**src/rtl/mem_port_arbiter_if.sv**
```systemverilog
// Bundle between the fetch/load-store requesters, the shared memory and the arbiter.
// The arbiter takes the slave view; the requester/memory environment takes the master view.
interface mem_port_if #(
    parameter int ADDR_W = 32,
    parameter int DATA_W = 32
);
    logic                  if_req;
    logic [ADDR_W-1:0]     if_addr;
    logic                  if_gnt;
    logic                  if_rvalid;
    logic [DATA_W-1:0]     if_rdata;
    logic                  flush_if;
    logic                  ls_req;
    logic                  ls_wren;
    logic [ADDR_W-1:0]     ls_addr;
    logic [DATA_W-1:0]     ls_wdata;
    logic [DATA_W/8-1:0]   ls_bmask;
    logic                  ls_gnt;
    logic                  ls_rvalid;
    logic [DATA_W-1:0]     ls_rdata;
    logic                  mem_req;
    logic                  mem_wren;
    logic [ADDR_W-1:0]     mem_addr;
    logic [DATA_W-1:0]     mem_wdata;
    logic [DATA_W/8-1:0]   mem_bmask;
    logic [DATA_W-1:0]     mem_rdata;
    logic                  stall_if;
    logic                  stall_ls;

    modport slave (
        input  if_req, if_addr, flush_if,
        input  ls_req, ls_wren, ls_addr, ls_wdata, ls_bmask,
        input  mem_rdata,
        output if_gnt, if_rvalid, if_rdata,
        output ls_gnt, ls_rvalid, ls_rdata,
        output mem_req, mem_wren, mem_addr, mem_wdata, mem_bmask,
        output stall_if, stall_ls
    );

    modport master (
        output if_req, if_addr, flush_if,
        output ls_req, ls_wren, ls_addr, ls_wdata, ls_bmask,
        output mem_rdata,
        input  if_gnt, if_rvalid, if_rdata,
        input  ls_gnt, ls_rvalid, ls_rdata,
        input  mem_req, mem_wren, mem_addr, mem_wdata, mem_bmask,
        input  stall_if, stall_ls
    );
endinterface

```
**src/rtl/mem_port_arbiter.sv**
```systemverilog
// Single-port fixed-latency memory shared by instruction fetch and load/store.
// state | meaning: IDLE | free, arbitrate this cycle;  BUSY | one access in flight, waiting MEM_LAT
module mem_port_arbiter #(
    parameter int ADDR_W     = 32,
    parameter int DATA_W     = 32,
    parameter int MEM_LAT    = 2,
    parameter int STARVE_MAX = 4
) (
    input  logic       i_clk,
    input  logic       i_reset,
    mem_port_if.slave  bus
);
    localparam int CNT_W = $clog2(MEM_LAT + 1);
    localparam int STK_W = $clog2(STARVE_MAX + 1);

    typedef enum logic {S_IDLE, S_BUSY} state_e;
    typedef enum logic {OWN_IF, OWN_LS} owner_e;

    state_e             state_q, state_d;
    owner_e             owner_q, owner_d;
    logic [CNT_W-1:0]   lat_cnt_q, lat_cnt_d;
    logic               killed_q, killed_d;
    logic [STK_W-1:0]   streak_q, streak_d;

    logic               if_gnt, ls_gnt, if_rvalid, ls_rvalid;
    logic               mem_req, mem_wren;
    logic [ADDR_W-1:0]  mem_addr;
    logic [DATA_W-1:0]  mem_wdata;
    logic [DATA_W/8-1:0] mem_bmask;

    always_ff @(posedge i_clk) begin
        if (i_reset) begin
            state_q   <= S_IDLE;
            owner_q   <= OWN_IF;
            lat_cnt_q <= '0;
            killed_q  <= 1'b0;
            streak_q  <= '0;
        end else begin
            state_q   <= state_d;
            owner_q   <= owner_d;
            lat_cnt_q <= lat_cnt_d;
            killed_q  <= killed_d;
            streak_q  <= streak_d;
        end
    end

    always_comb begin
        state_d   = state_q;
        owner_d   = owner_q;
        lat_cnt_d = lat_cnt_q;
        killed_d  = killed_q;
        streak_d  = streak_q;
        if_gnt    = 1'b0;
        ls_gnt    = 1'b0;
        if_rvalid = 1'b0;
        ls_rvalid = 1'b0;
        mem_req   = 1'b0;
        mem_wren  = 1'b0;
        mem_addr  = bus.ls_addr;
        mem_wdata = bus.ls_wdata;
        mem_bmask = bus.ls_bmask;

        case (state_q)
            S_IDLE: begin
                // Grants are suppressed while reset is asserted so nothing leaks out that cycle.
                if (!i_reset) begin
                    if (bus.ls_req && (!bus.if_req || streak_q != STK_W'(STARVE_MAX))) begin
                        ls_gnt    = 1'b1;
                        mem_req   = 1'b1;
                        mem_wren  = bus.ls_wren;
                        owner_d   = OWN_LS;
                        state_d   = S_BUSY;
                        lat_cnt_d = CNT_W'(1);
                        killed_d  = 1'b0;
                        if (!bus.if_req)
                            streak_d = '0;
                        else if (streak_q != STK_W'(STARVE_MAX))
                            streak_d = streak_q + STK_W'(1);
                    end else if (bus.if_req) begin
                        if_gnt    = 1'b1;
                        mem_req   = 1'b1;
                        mem_addr  = bus.if_addr;
                        mem_wdata = '0;
                        mem_bmask = '0;
                        owner_d   = OWN_IF;
                        state_d   = S_BUSY;
                        lat_cnt_d = CNT_W'(1);
                        killed_d  = 1'b0;
                        streak_d  = '0;
                    end
                end
            end
            S_BUSY: begin
                if (owner_q == OWN_IF && bus.flush_if)
                    killed_d = 1'b1;
                if (lat_cnt_q == CNT_W'(MEM_LAT)) begin
                    state_d   = S_IDLE;
                    lat_cnt_d = '0;
                    if (owner_q == OWN_LS)
                        ls_rvalid = !i_reset;
                    else
                        if_rvalid = !i_reset && !killed_q && !bus.flush_if;
                end else begin
                    lat_cnt_d = lat_cnt_q + CNT_W'(1);
                end
            end
            default: state_d = S_IDLE;
        endcase
    end

    assign bus.if_gnt    = if_gnt;
    assign bus.ls_gnt    = ls_gnt;
    assign bus.if_rvalid = if_rvalid;
    assign bus.ls_rvalid = ls_rvalid;
    assign bus.if_rdata  = bus.mem_rdata;
    assign bus.ls_rdata  = bus.mem_rdata;
    assign bus.mem_req   = mem_req;
    assign bus.mem_wren  = mem_wren;
    assign bus.mem_addr  = mem_addr;
    assign bus.mem_wdata = mem_wdata;
    assign bus.mem_bmask = mem_bmask;
    assign bus.stall_if  = bus.if_req & ~if_rvalid;
    assign bus.stall_ls  = bus.ls_req & ~ls_rvalid;
endmodule
```
**src/flat_wrapper.sv**
```systemverilog
// flat-port wrapper written by rule: the top's interface ports become plain ports
module mem_port_arbiter_flat 
#(
    parameter int ADDR_W     = 32,
    parameter int DATA_W     = 32,
    parameter int MEM_LAT    = 2,
    parameter int STARVE_MAX = 4
)
  (i_clk, i_reset, bus_if_req, bus_if_addr, bus_flush_if, bus_ls_req, bus_ls_wren, bus_ls_addr, bus_ls_wdata, bus_ls_bmask, bus_mem_rdata, bus_if_gnt, bus_if_rvalid, bus_if_rdata, bus_ls_gnt, bus_ls_rvalid, bus_ls_rdata, bus_mem_req, bus_mem_wren, bus_mem_addr, bus_mem_wdata, bus_mem_bmask, bus_stall_if, bus_stall_ls);
  mem_port_if #(.ADDR_W(ADDR_W), .DATA_W(DATA_W)) bus_i ();
  input  logic i_clk;
  input  logic i_reset;
  input wire logic [$bits(bus_i.if_req)-1:0] bus_if_req;
  input wire logic [$bits(bus_i.if_addr)-1:0] bus_if_addr;
  input wire logic [$bits(bus_i.flush_if)-1:0] bus_flush_if;
  input wire logic [$bits(bus_i.ls_req)-1:0] bus_ls_req;
  input wire logic [$bits(bus_i.ls_wren)-1:0] bus_ls_wren;
  input wire logic [$bits(bus_i.ls_addr)-1:0] bus_ls_addr;
  input wire logic [$bits(bus_i.ls_wdata)-1:0] bus_ls_wdata;
  input wire logic [$bits(bus_i.ls_bmask)-1:0] bus_ls_bmask;
  input wire logic [$bits(bus_i.mem_rdata)-1:0] bus_mem_rdata;
  output wire logic [$bits(bus_i.if_gnt)-1:0] bus_if_gnt;
  output wire logic [$bits(bus_i.if_rvalid)-1:0] bus_if_rvalid;
  output wire logic [$bits(bus_i.if_rdata)-1:0] bus_if_rdata;
  output wire logic [$bits(bus_i.ls_gnt)-1:0] bus_ls_gnt;
  output wire logic [$bits(bus_i.ls_rvalid)-1:0] bus_ls_rvalid;
  output wire logic [$bits(bus_i.ls_rdata)-1:0] bus_ls_rdata;
  output wire logic [$bits(bus_i.mem_req)-1:0] bus_mem_req;
  output wire logic [$bits(bus_i.mem_wren)-1:0] bus_mem_wren;
  output wire logic [$bits(bus_i.mem_addr)-1:0] bus_mem_addr;
  output wire logic [$bits(bus_i.mem_wdata)-1:0] bus_mem_wdata;
  output wire logic [$bits(bus_i.mem_bmask)-1:0] bus_mem_bmask;
  output wire logic [$bits(bus_i.stall_if)-1:0] bus_stall_if;
  output wire logic [$bits(bus_i.stall_ls)-1:0] bus_stall_ls;
  assign bus_i.if_req = bus_if_req;
  assign bus_i.if_addr = bus_if_addr;
  assign bus_i.flush_if = bus_flush_if;
  assign bus_i.ls_req = bus_ls_req;
  assign bus_i.ls_wren = bus_ls_wren;
  assign bus_i.ls_addr = bus_ls_addr;
  assign bus_i.ls_wdata = bus_ls_wdata;
  assign bus_i.ls_bmask = bus_ls_bmask;
  assign bus_i.mem_rdata = bus_mem_rdata;
  assign bus_if_gnt = bus_i.if_gnt;
  assign bus_if_rvalid = bus_i.if_rvalid;
  assign bus_if_rdata = bus_i.if_rdata;
  assign bus_ls_gnt = bus_i.ls_gnt;
  assign bus_ls_rvalid = bus_i.ls_rvalid;
  assign bus_ls_rdata = bus_i.ls_rdata;
  assign bus_mem_req = bus_i.mem_req;
  assign bus_mem_wren = bus_i.mem_wren;
  assign bus_mem_addr = bus_i.mem_addr;
  assign bus_mem_wdata = bus_i.mem_wdata;
  assign bus_mem_bmask = bus_i.mem_bmask;
  assign bus_stall_if = bus_i.stall_if;
  assign bus_stall_ls = bus_i.stall_ls;
  mem_port_arbiter #(.ADDR_W(ADDR_W), .DATA_W(DATA_W), .MEM_LAT(MEM_LAT), .STARVE_MAX(STARVE_MAX)) u_core (.i_clk(i_clk), .i_reset(i_reset), .bus(bus_i));
endmodule
```
**config.mk**
```make
export PLATFORM = sky130hd
export DESIGN_NAME = mem_port_arbiter_flat
export DESIGN_NICKNAME = d
export VERILOG_FILES = /design/src/rtl/mem_port_arbiter_if.sv /design/src/rtl/mem_port_arbiter.sv /design/src/flat_wrapper.sv
export SDC_FILE = /design/constraint.sdc
export NUM_CORES = 1
export LEC_CHECK = 0
export ABC_CLOCK_PERIOD_IN_PS = 2700
export CAP_MARGIN = 40
export CORE_AREA = 10 10 101 103
export CTS_BUF_LIST = sky130_fd_sc_hd__clkbuf_8
export DETAILED_ROUTE_END_ITERATION = 6
export DIE_AREA = 0 0 111 113
export PLACE_DENSITY = 0.76
export SLEW_MARGIN = 25
export SYNTH_ARGS = -nofsm -noshare
export SYNTH_HDL_FRONTEND = slang
export SYNTH_SLANG_ARGS = --single-unit
```
**constraint.sdc**
```tcl
create_clock -name i_clk -period 2.7 [get_ports i_clk]
set_input_delay 0.405 -clock i_clk [delete_from_list [all_inputs] [get_ports i_clk]]
set_output_delay 0.405 -clock i_clk [all_outputs]
set_load 0.01 [all_outputs]
```
### Word level (Yosys, flattened, before mapping)

Cells that the tools add are included.

| operators by class | value |
|---|---|
| eq/ne operators | 5 |
| bitwise operators | 6 |
| add/sub/neg operators | 2 |
| mux-type cells | 46 |
| reductions and logical operators | 13 |

Operators by type and width:

| cell | number |
|---|---|
| $mux 32 | 8 |
| $mux 1 | 24 |
| $mux 4 | 4 |
| $mux 3 | 4 |
| $mux 2 | 3 |
| $ne 3x3->1 const B | 2 |
| $logic_and 1x1->1 | 4 |
| $logic_not 1->1 | 4 |
| $not 1->1 | 4 |
| $pmux 1 s2 | 2 |
| $pmux 2 s2 | 1 |
| $reduce_and 2->1 | 2 |
| $add 3x1->3 const B | 1 |
| $ne 3x2->1 const B | 1 |
| $reduce_and 3->1 | 1 |
| $add 2x1->2 const B | 1 |
| $and 1x1->1 | 2 |
| $eq 2x2->1 const B | 1 |
| $ne 2x2->1 const B | 1 |
| $reduce_bool 2->1 | 1 |
| $logic_or 1x1->1 | 1 |

| storage, ports and cells | value |
|---|---|
| input bits | 138 |
| bits in registers | 8 |
| logic and storage cells | 77 |

### Logic depth before layout (Yosys ltp)

Gate-level depths: netlist of the first run.

| logic depth | value |
|---|---|
| depth in word-level cells | 8 |
| gate-level depth with buffers | 7 |
| gate-level depth less buffers | 5 |

### Worst setup path after synthesis of the first run

OpenSTA, ideal clock, no wires.

| path | value |
|---|---|
| kind | reg2out |
| from | register u_core.streak_q[0] |
| to | output port bus_mem_addr[10] |
| path buffers | 1 |
| arrival | 1.714 ns |
| slack | 0.581 ns |
| required time | 2.295 ns |
| cell stages (with the launch flop) | 7 |
| cells stage by stage | dfxtp_1 -> inv_1 -> ha_1 -> nand2_2 -> a2111oi_4 -> buf_6 -> mux2_2 |

| on the way | value |
|---|---|
| longest elaborated chain between the ends | 6 |

RTL lines:

| element | RTL line | text |
|---|---|---|
| from (decl) | mem_port_arbiter.sv:23 | `logic [STK_W-1:0] streak_q, streak_d;` |
| from (signal assigned) | mem_port_arbiter.sv:43 | `streak_q <= streak_d;` |
| $ne 3x3->1 | mem_port_arbiter.sv:67 | `if (bus.ls_req && (!bus.if_req \|\| streak_q != STK_W'(STARVE_MAX))) begin` |
| $logic_or 1x1->1 | mem_port_arbiter.sv:67 |  |
| $logic_and 1x1->1 | mem_port_arbiter.sv:67 |  |
| $mux 32 | mem_port_arbiter.sv:67 |  |
| $mux 32 | mem_port_arbiter.sv:66 | `if (!i_reset) begin` |
| $mux 32 | mem_port_arbiter.sv:63 | `case (state_q)` |
| to (decl) | flat_wrapper.sv:30 | `output wire logic [$bits(bus_i.mem_addr)-1:0] bus_mem_addr;` |

Every way passes these cells.

### Worst setup path in the final report of the first run

| path | value |
|---|---|
| from | register u_core.state_q |
| to | output port bus_if_rvalid |

| on the way | value |
|---|---|
| longest elaborated chain between the ends | 1 |

RTL lines:

| element | RTL line | text |
|---|---|---|
| from (decl) | mem_port_arbiter.sv:19 | `state_e state_q, state_d;` |
| from (signal assigned) | mem_port_arbiter.sv:39 | `state_q <= state_d;` |
| $mux 1 | mem_port_arbiter.sv:63 |  |
| to (decl) | flat_wrapper.sv:23 | `output wire logic [$bits(bus_i.if_rvalid)-1:0] bus_if_rvalid;` |

Every way passes these cells.

==> results of run 1 <==
## flip-flops by register name, indices dropped and copies added (netlist names)
name              cells
u_core.lat_cnt_q      2
u_core.killed_q       1
u_core.streak_q       3
u_core.state_q        1
u_core.owner_q        1
## logic make-up (layout without fill, tap and decap cells)
| logic type | after synthesis | after routing | share of synthesized area (%) |
|---|---|---|---|
| buffers and inverters | 79 | 204 | 36.4 |
| and+or+nand+nor | 56 | 56 | 22.0 |
| muxes | 32 | 32 | 22.9 |
| AOI/OAI and AO/OA | 14 | 14 | 6.85 |
| DFF | 8 | 8 | 10.2 |
| adders and majority gates | 2 | 2 | 1.59 |
## layout by cell type (no fill, tap or decap), types with 2 or more instances in the layout
cell type / synthesis / final
dfxtp_1: 8 / 8
inv_1: 6 / 5
nand3_1: 3 / 3
a21oi_1: 2 / 2
dlygate4sd2_1: 0 / 51
nor2b_1: 38 / 38
dlymetal6s2s_1: 0 / 2
clkbuf_2: 0 / 5
nor2_1: 5 / 5
buf_12: 0 / 2
nor4bb_1: 2 / 2
mux2_2: 32 / 32
clkdlybuf4s15_2: 0 / 2
and2_1: 2 / 2
clkbuf_8: 0 / 3
o21ai_0: 6 / 6
o21bai_1: 2 / 2
clkdlybuf4s50_1: 0 / 120
buf_4: 65 / 11
## worst paths after layout
path	end	startpoint	slack (ns)	cells after the start
worst min register to register	u_core.killed_q	u_core.killed_q	0.50	2
worst min-delay path	u_core.killed_q	u_core.killed_q	0.50	2
worst max register to register	u_core.streak_q[2]	u_core.state_q	1.46	3
worst max-delay path	bus_if_rvalid	u_core.state_q	0.10	3
## where the power goes
part           leakage, µW  internal [µW]  total [µW]  switching (µW)
clock            0.0000216           96.4         141            44.7
sequential       0.0000657            126         135            9.31
combinational      0.00120            282         425             143
total              0.00129            504         701             197
## layer usage
layer	up-vias	part of all wire, %	wire length (µm)
met2	127	52	3800
met5	-	0	0
li1	812	-	-
met4	0	2.1	152
met3	22	13	948
met1	736	33	2410
## critical path, delay by kind of cell (launching register included)
family        cells  cell delay (ns)
simple gates      2             0.81
buf+inv           1             0.61
flops             1             0.55
## layout make-up
cell class / count / share of cell area, %
timing repair buffer: 195 / 60.7
multi-input combinational: 104 / 27.8
sequential: 8 / 5.17
tap: 105 / 4.24
clock buffer: 3 / 1.33
inverter: 6 / 0.727
## stage by stage
step | hold WS, ns | worst slack (ns) | area [µm²]
2_1_floorplan | 0.438 | 0.581 | 1570
3_3_place_gp | 0.464 | -0.268 | 3050
3_5_place_dp | 0.470 | -0.257 | 3050
4_1_cts | 0.503 | -0.00773 | 3100
5_1_grt | 0.545 | 0.0315 | 3100
6_report | 0.497 | 0.101 | 3100
## what timing repair did
| item | 4_1_cts | 5_1_grt |
|---|---|---|
| setup buffers | 3 | 0 |
| pin swaps | 1 | 1 |
| endpoints found under the setup margin | 60 | 43 |
| hold endpoints to repair | 0 | 0 |
| cloned | 1 | 0 |
| resized for setup | 74 | 11 |
==> results.cfg, run 1 <==
[status]
outcome = finished, final reports clean

[pwr]
p_leak_uw = 0.00129
power_per_cell_area_nw_per_um2 = 226
ir_drop_uv = 125
finalPower_uw = 701

[layout]
final-seq-area_um2 = 160
multi_input_area_um2 = 862
drive_gt1_share_pct = 19.3
n_antenna_cell = 0
synthToLayoutAreaGrowth_pct = 97.3
num-nets-final = 458
instances_no_fill = 421
utilization_pct = 38.1
fillers = 805

[floorplan]
core_um2 = 8130
die_h_um = 113
die_w_um = 111
die-area_um2 = 12500
io_pins = 278
initial_core_util_pct = 19.3
std_cell_rows = 33

[setup_path]
path_max_fanout = 12
required_ns = 2.30
critPathCaptureType = primary output
path_cells = nor4bb_1 -> nor4b_2 -> clkdlybuf4s50_1
crit_arrival_ns = 2.19
path_class = register to primary output
max_stage_delay_ns = 0.61
start_kind = register
crit_path_top_delay_cell = clkdlybuf4s50_1

[clock_network]
cts_hold_buf = 0
clk_latency_ns = 0.23
cts_sinks = 8
numCtsBuffers = 3
htree_levels = 1
cts_tree = done
cts_buffer_depth = 2
root_buffer = clkbuf_8
path_clk_slew_ns = 0.04

[sta]
setup_tns_ns = 0
slew_headroom_pct = 70.6
fin_crit_sh_pct = 96.3
skew_ns = 0.00446
worst_slew_pin_slew_ns = 0.436
setup_viol = 0
hold_violations = 0
min_period_ns = 2.60
fmax_mhz = 385
drv_slew = 0
grt_setup_unrepaired = no

[synthesis]
synth-edff-count = 0
synth.avg_cell_area_um2 = 8.22
synth_most_common_cell = buf_4
synth_area_um2 = 1570
synth_commonest_cells = buf_4, nor2b_1, mux2_2
ys_ff_latch = 8
synthTopCellsByArea = buf_4, mux2_2, nor2b_1
synth_cells = 191
synthFlopType = dfxtp_1
synth_top_cell_by_area = buf_4
ys_types = 26
synth_top_area_share_pct = 31.1
async_flop_share_pct = 0
syn_nets = 331
yosysSeqAreaShare_pct = 10.2
ys_warn_count = 0

[route]
drt-total-wl_um = 7320
drt_iter0_markers = 41
dr.pass1.iters = 2
wire_per_inst_um = 17.4
via_per_inst = 4.03
num_vias = 1697
drc_errors = 0
final_antenna_net_count = 0

[global_route]
grt_start_max_net_pins = 17
grt_pass1_vias = 1948
grt_use_met2_pct = 19.3
grt-ovfl-total = 0
use_met1_pct = 9.09
use_met3_pct = 5.86
antenna_found_initial = 0
grt_pass1_wl_um = 10600
busiest_layer = met2
grt_util_all_layers_pct = 10.3

[placement]
place_congestion = 0.742
dpl.hpwl_um = 6470
portBuffers = 181
dp.cells = 414

[run]
drv_cap = 0

[worst_hold_path]
hp-class = register to register
Note: power is estimated with default switching activity, not from simulation.
==> run 2, diff against run 1 <==
PLACE_DENSITY = default   (was 0.76)
PLACE_DENSITY_LB_ADDON = 0.2   (was default)
==> run 2 against run 1 <==
  * Maximum frequency up 1.1%
  * Clock power about the same
  * Global-route usage is 0.57 points higher
  * Clock skew is 0.0025 ns lower
  * Total power is 0.33% lower
  * Register-to-register slack got worse by 0.04 ns
  * Worst hold slack lost 0.029 ns
  * Combinational power hardly changed
  * Non-clock buffer count increased by 1
  * Wire length is 5.7% higher
  * Critical endpoint is now bus_mem_wdata[30]
  * Largest cell class unchanged
  * Highest routed layer unchanged
==> results.cfg, run 2 (synthesized netlist as in run 1, its figures left out) <==
[status]
outcome = finished, final reports clean

[global_route]
grt-ovfl-total = 0
grt_pass1_vias = 1863
antenna_found_initial = 0
grt_pass1_wl_um = 11100
grt_start_max_net_pins = 18
grt_util_all_layers_pct = 10.9

[pwr]
ir_drop_uv = 151
p_leak_uw = 0.00137
finalPower_uw = 699
power_per_cell_area_nw_per_um2 = 226

[floorplan]
die-area_um2 = 12500
std_cell_rows = 33
die_w_um = 111
core_um2 = 8130
io_pins = 278
die_h_um = 113
initial_core_util_pct = 19.3

[layout]
top_register = u_core.streak_q
drive_gt1_share_pct = 23.3
final_common_cell = clkdlybuf4s50_1
n_antenna_cell = 0
num-nets-final = 459
largestRegisters = u_core.streak_q x3, u_core.lat_cnt_q x2
final_cell_mix = clkdlybuf4s50_1, nor2b_1, dlygate4sd2_1
largest_register_ffs = 3
utilization_pct = 38.1
synthToLayoutAreaGrowth_pct = 97.3

[setup_path]
path_buf_inv = 5
start_kind = register
required_ns = 2.30
max_stage_delay_ns = 0.36
crit_arrival_ns = 2.17
path_max_fanout = 16
critPathCaptureType = primary output
crit_path_top_delay_cell = a2111oi_4
path_cells = inv_2 -> ha_2 -> nand2_2 -> a2111oi_4 -> buf_6 -> bufbuf_16 -> buf_12 -> nor2b_1 -> dlygate4sd2_1
path_class = register to primary output
cp_top_family = buffers and inverters

[route]
via_per_inst = 4.08
final_antenna_net_count = 0
wire_per_inst_um = 18.3
drc_errors = 0
drt_iter0_markers = 40
num_vias = 1720
dr.pass1.iters = 4
drt-total-wl_um = 7730

[placement]
dpl.hpwl_um = 6720
portBuffers = 181
place_congestion = 0.728

[sta]
grt_setup_unrepaired = no
skew_ns = 0.00192
fmax_mhz = 389
timing.hold.ws_ns = 0.469
fin_crit_sh_pct = 95.3
drv_slew = 0
min_period_ns = 2.57
worst_slew_pin_slew_ns = 0.520
setup_viol = 0
slew_headroom_pct = 64.8
hold_violations = 0

[clock_network]
cts_sinks = 8
clk_latency_ns = 0.22
cts_buffer_depth = 2
numCtsBuffers = 3
path_clk_slew_ns = 0.04
cts_tree = done
root_buffer = clkbuf_8
htree_levels = 1

[run]
drv_cap = 0

[worst_hold_path]
hp-class = register to register
run 2: what timing repair did:
action / in CTS / in global routing
pin swaps: 1 / 0
endpoints found under the hold margin: 0 / 0
hold buffers: 0 / 0
buffers inserted: 2 / 1
setup endpoints to repair: 63 / 58
cloned: 1 / 1
gates resized for setup: 82 / 38
run 2: worst paths after layout:
| kind | start | to | slack [ns] | depth (start not counted) |
|---|---|---|---|---|
| worst max register to register | u_core.streak_q[0] | u_core.owner_q | 1.42 | 6 |
| worst max-delay path | u_core.streak_q[0] | bus_mem_wdata[30] | 0.13 | 9 |
| worst min-delay path | u_core.killed_q | u_core.killed_q | 0.47 | 2 |
| worst min register to register | u_core.killed_q | u_core.killed_q | 0.47 | 2 |
run 2: final cells by class:
type | count | area (µm²)
well taps | 105 | 131
fillers | 834 | 5040
flip-flops and latches | 8 | 160
clock buffers | 3 | 41.3
multi-input cells | 104 | 841
inverters | 6 | 22.5
repair buffers | 196 | 1900
run 2: routing by layer:
metal / wire length, µm / GRT usage [%]
met5: 0 / 0
met4: 210 / 3.99
met3: 1070 / 6.29
met2: 3940 / 19.9
met1: 2510 / 9.83
run 2: where the power goes:
part / switching (µW) / internal [µW] / leakage (µW)
combinational: 145 / 282 / 0.00128
sequential: 7.28 / 126 / 0.0000657
clock: 42.4 / 96.2 / 0.0000216
run 2: stage by stage:
| step | cells | setup WS, ns | setup TNS, ns | area (µm²) |
|---|---|---|---|---|
| 2_1_floorplan | 191 | 0.581 | 0 | 1570 |
| 3_3_place_gp | 414 | -0.246 | -10.34 | 3050 |
| 3_5_place_dp | 414 | -0.269 | -10.25 | 3050 |
| 4_1_cts | 420 | 0.0000273 | 0 | 3120 |
| 5_1_grt | 422 | 0.00577 | 0 | 3100 |
| 6_report | 422 | 0.128 | 0 | 3100 |
run 2: worst reg2reg max path, cell delays in order (launching register included):
cell      delay [ns]
dfxtp_1         0.31
inv_2           0.07
ha_2            0.18
nand2_2         0.08
buf_4           0.15
o211a_1         0.22
o21bai_1        0.15
==> run 3, diff against run 2 <==
SLEW_MARGIN = 30   (was 25)
==> results of run 3 <==
Final layout, timing and power as in run 2 (identical DEF).
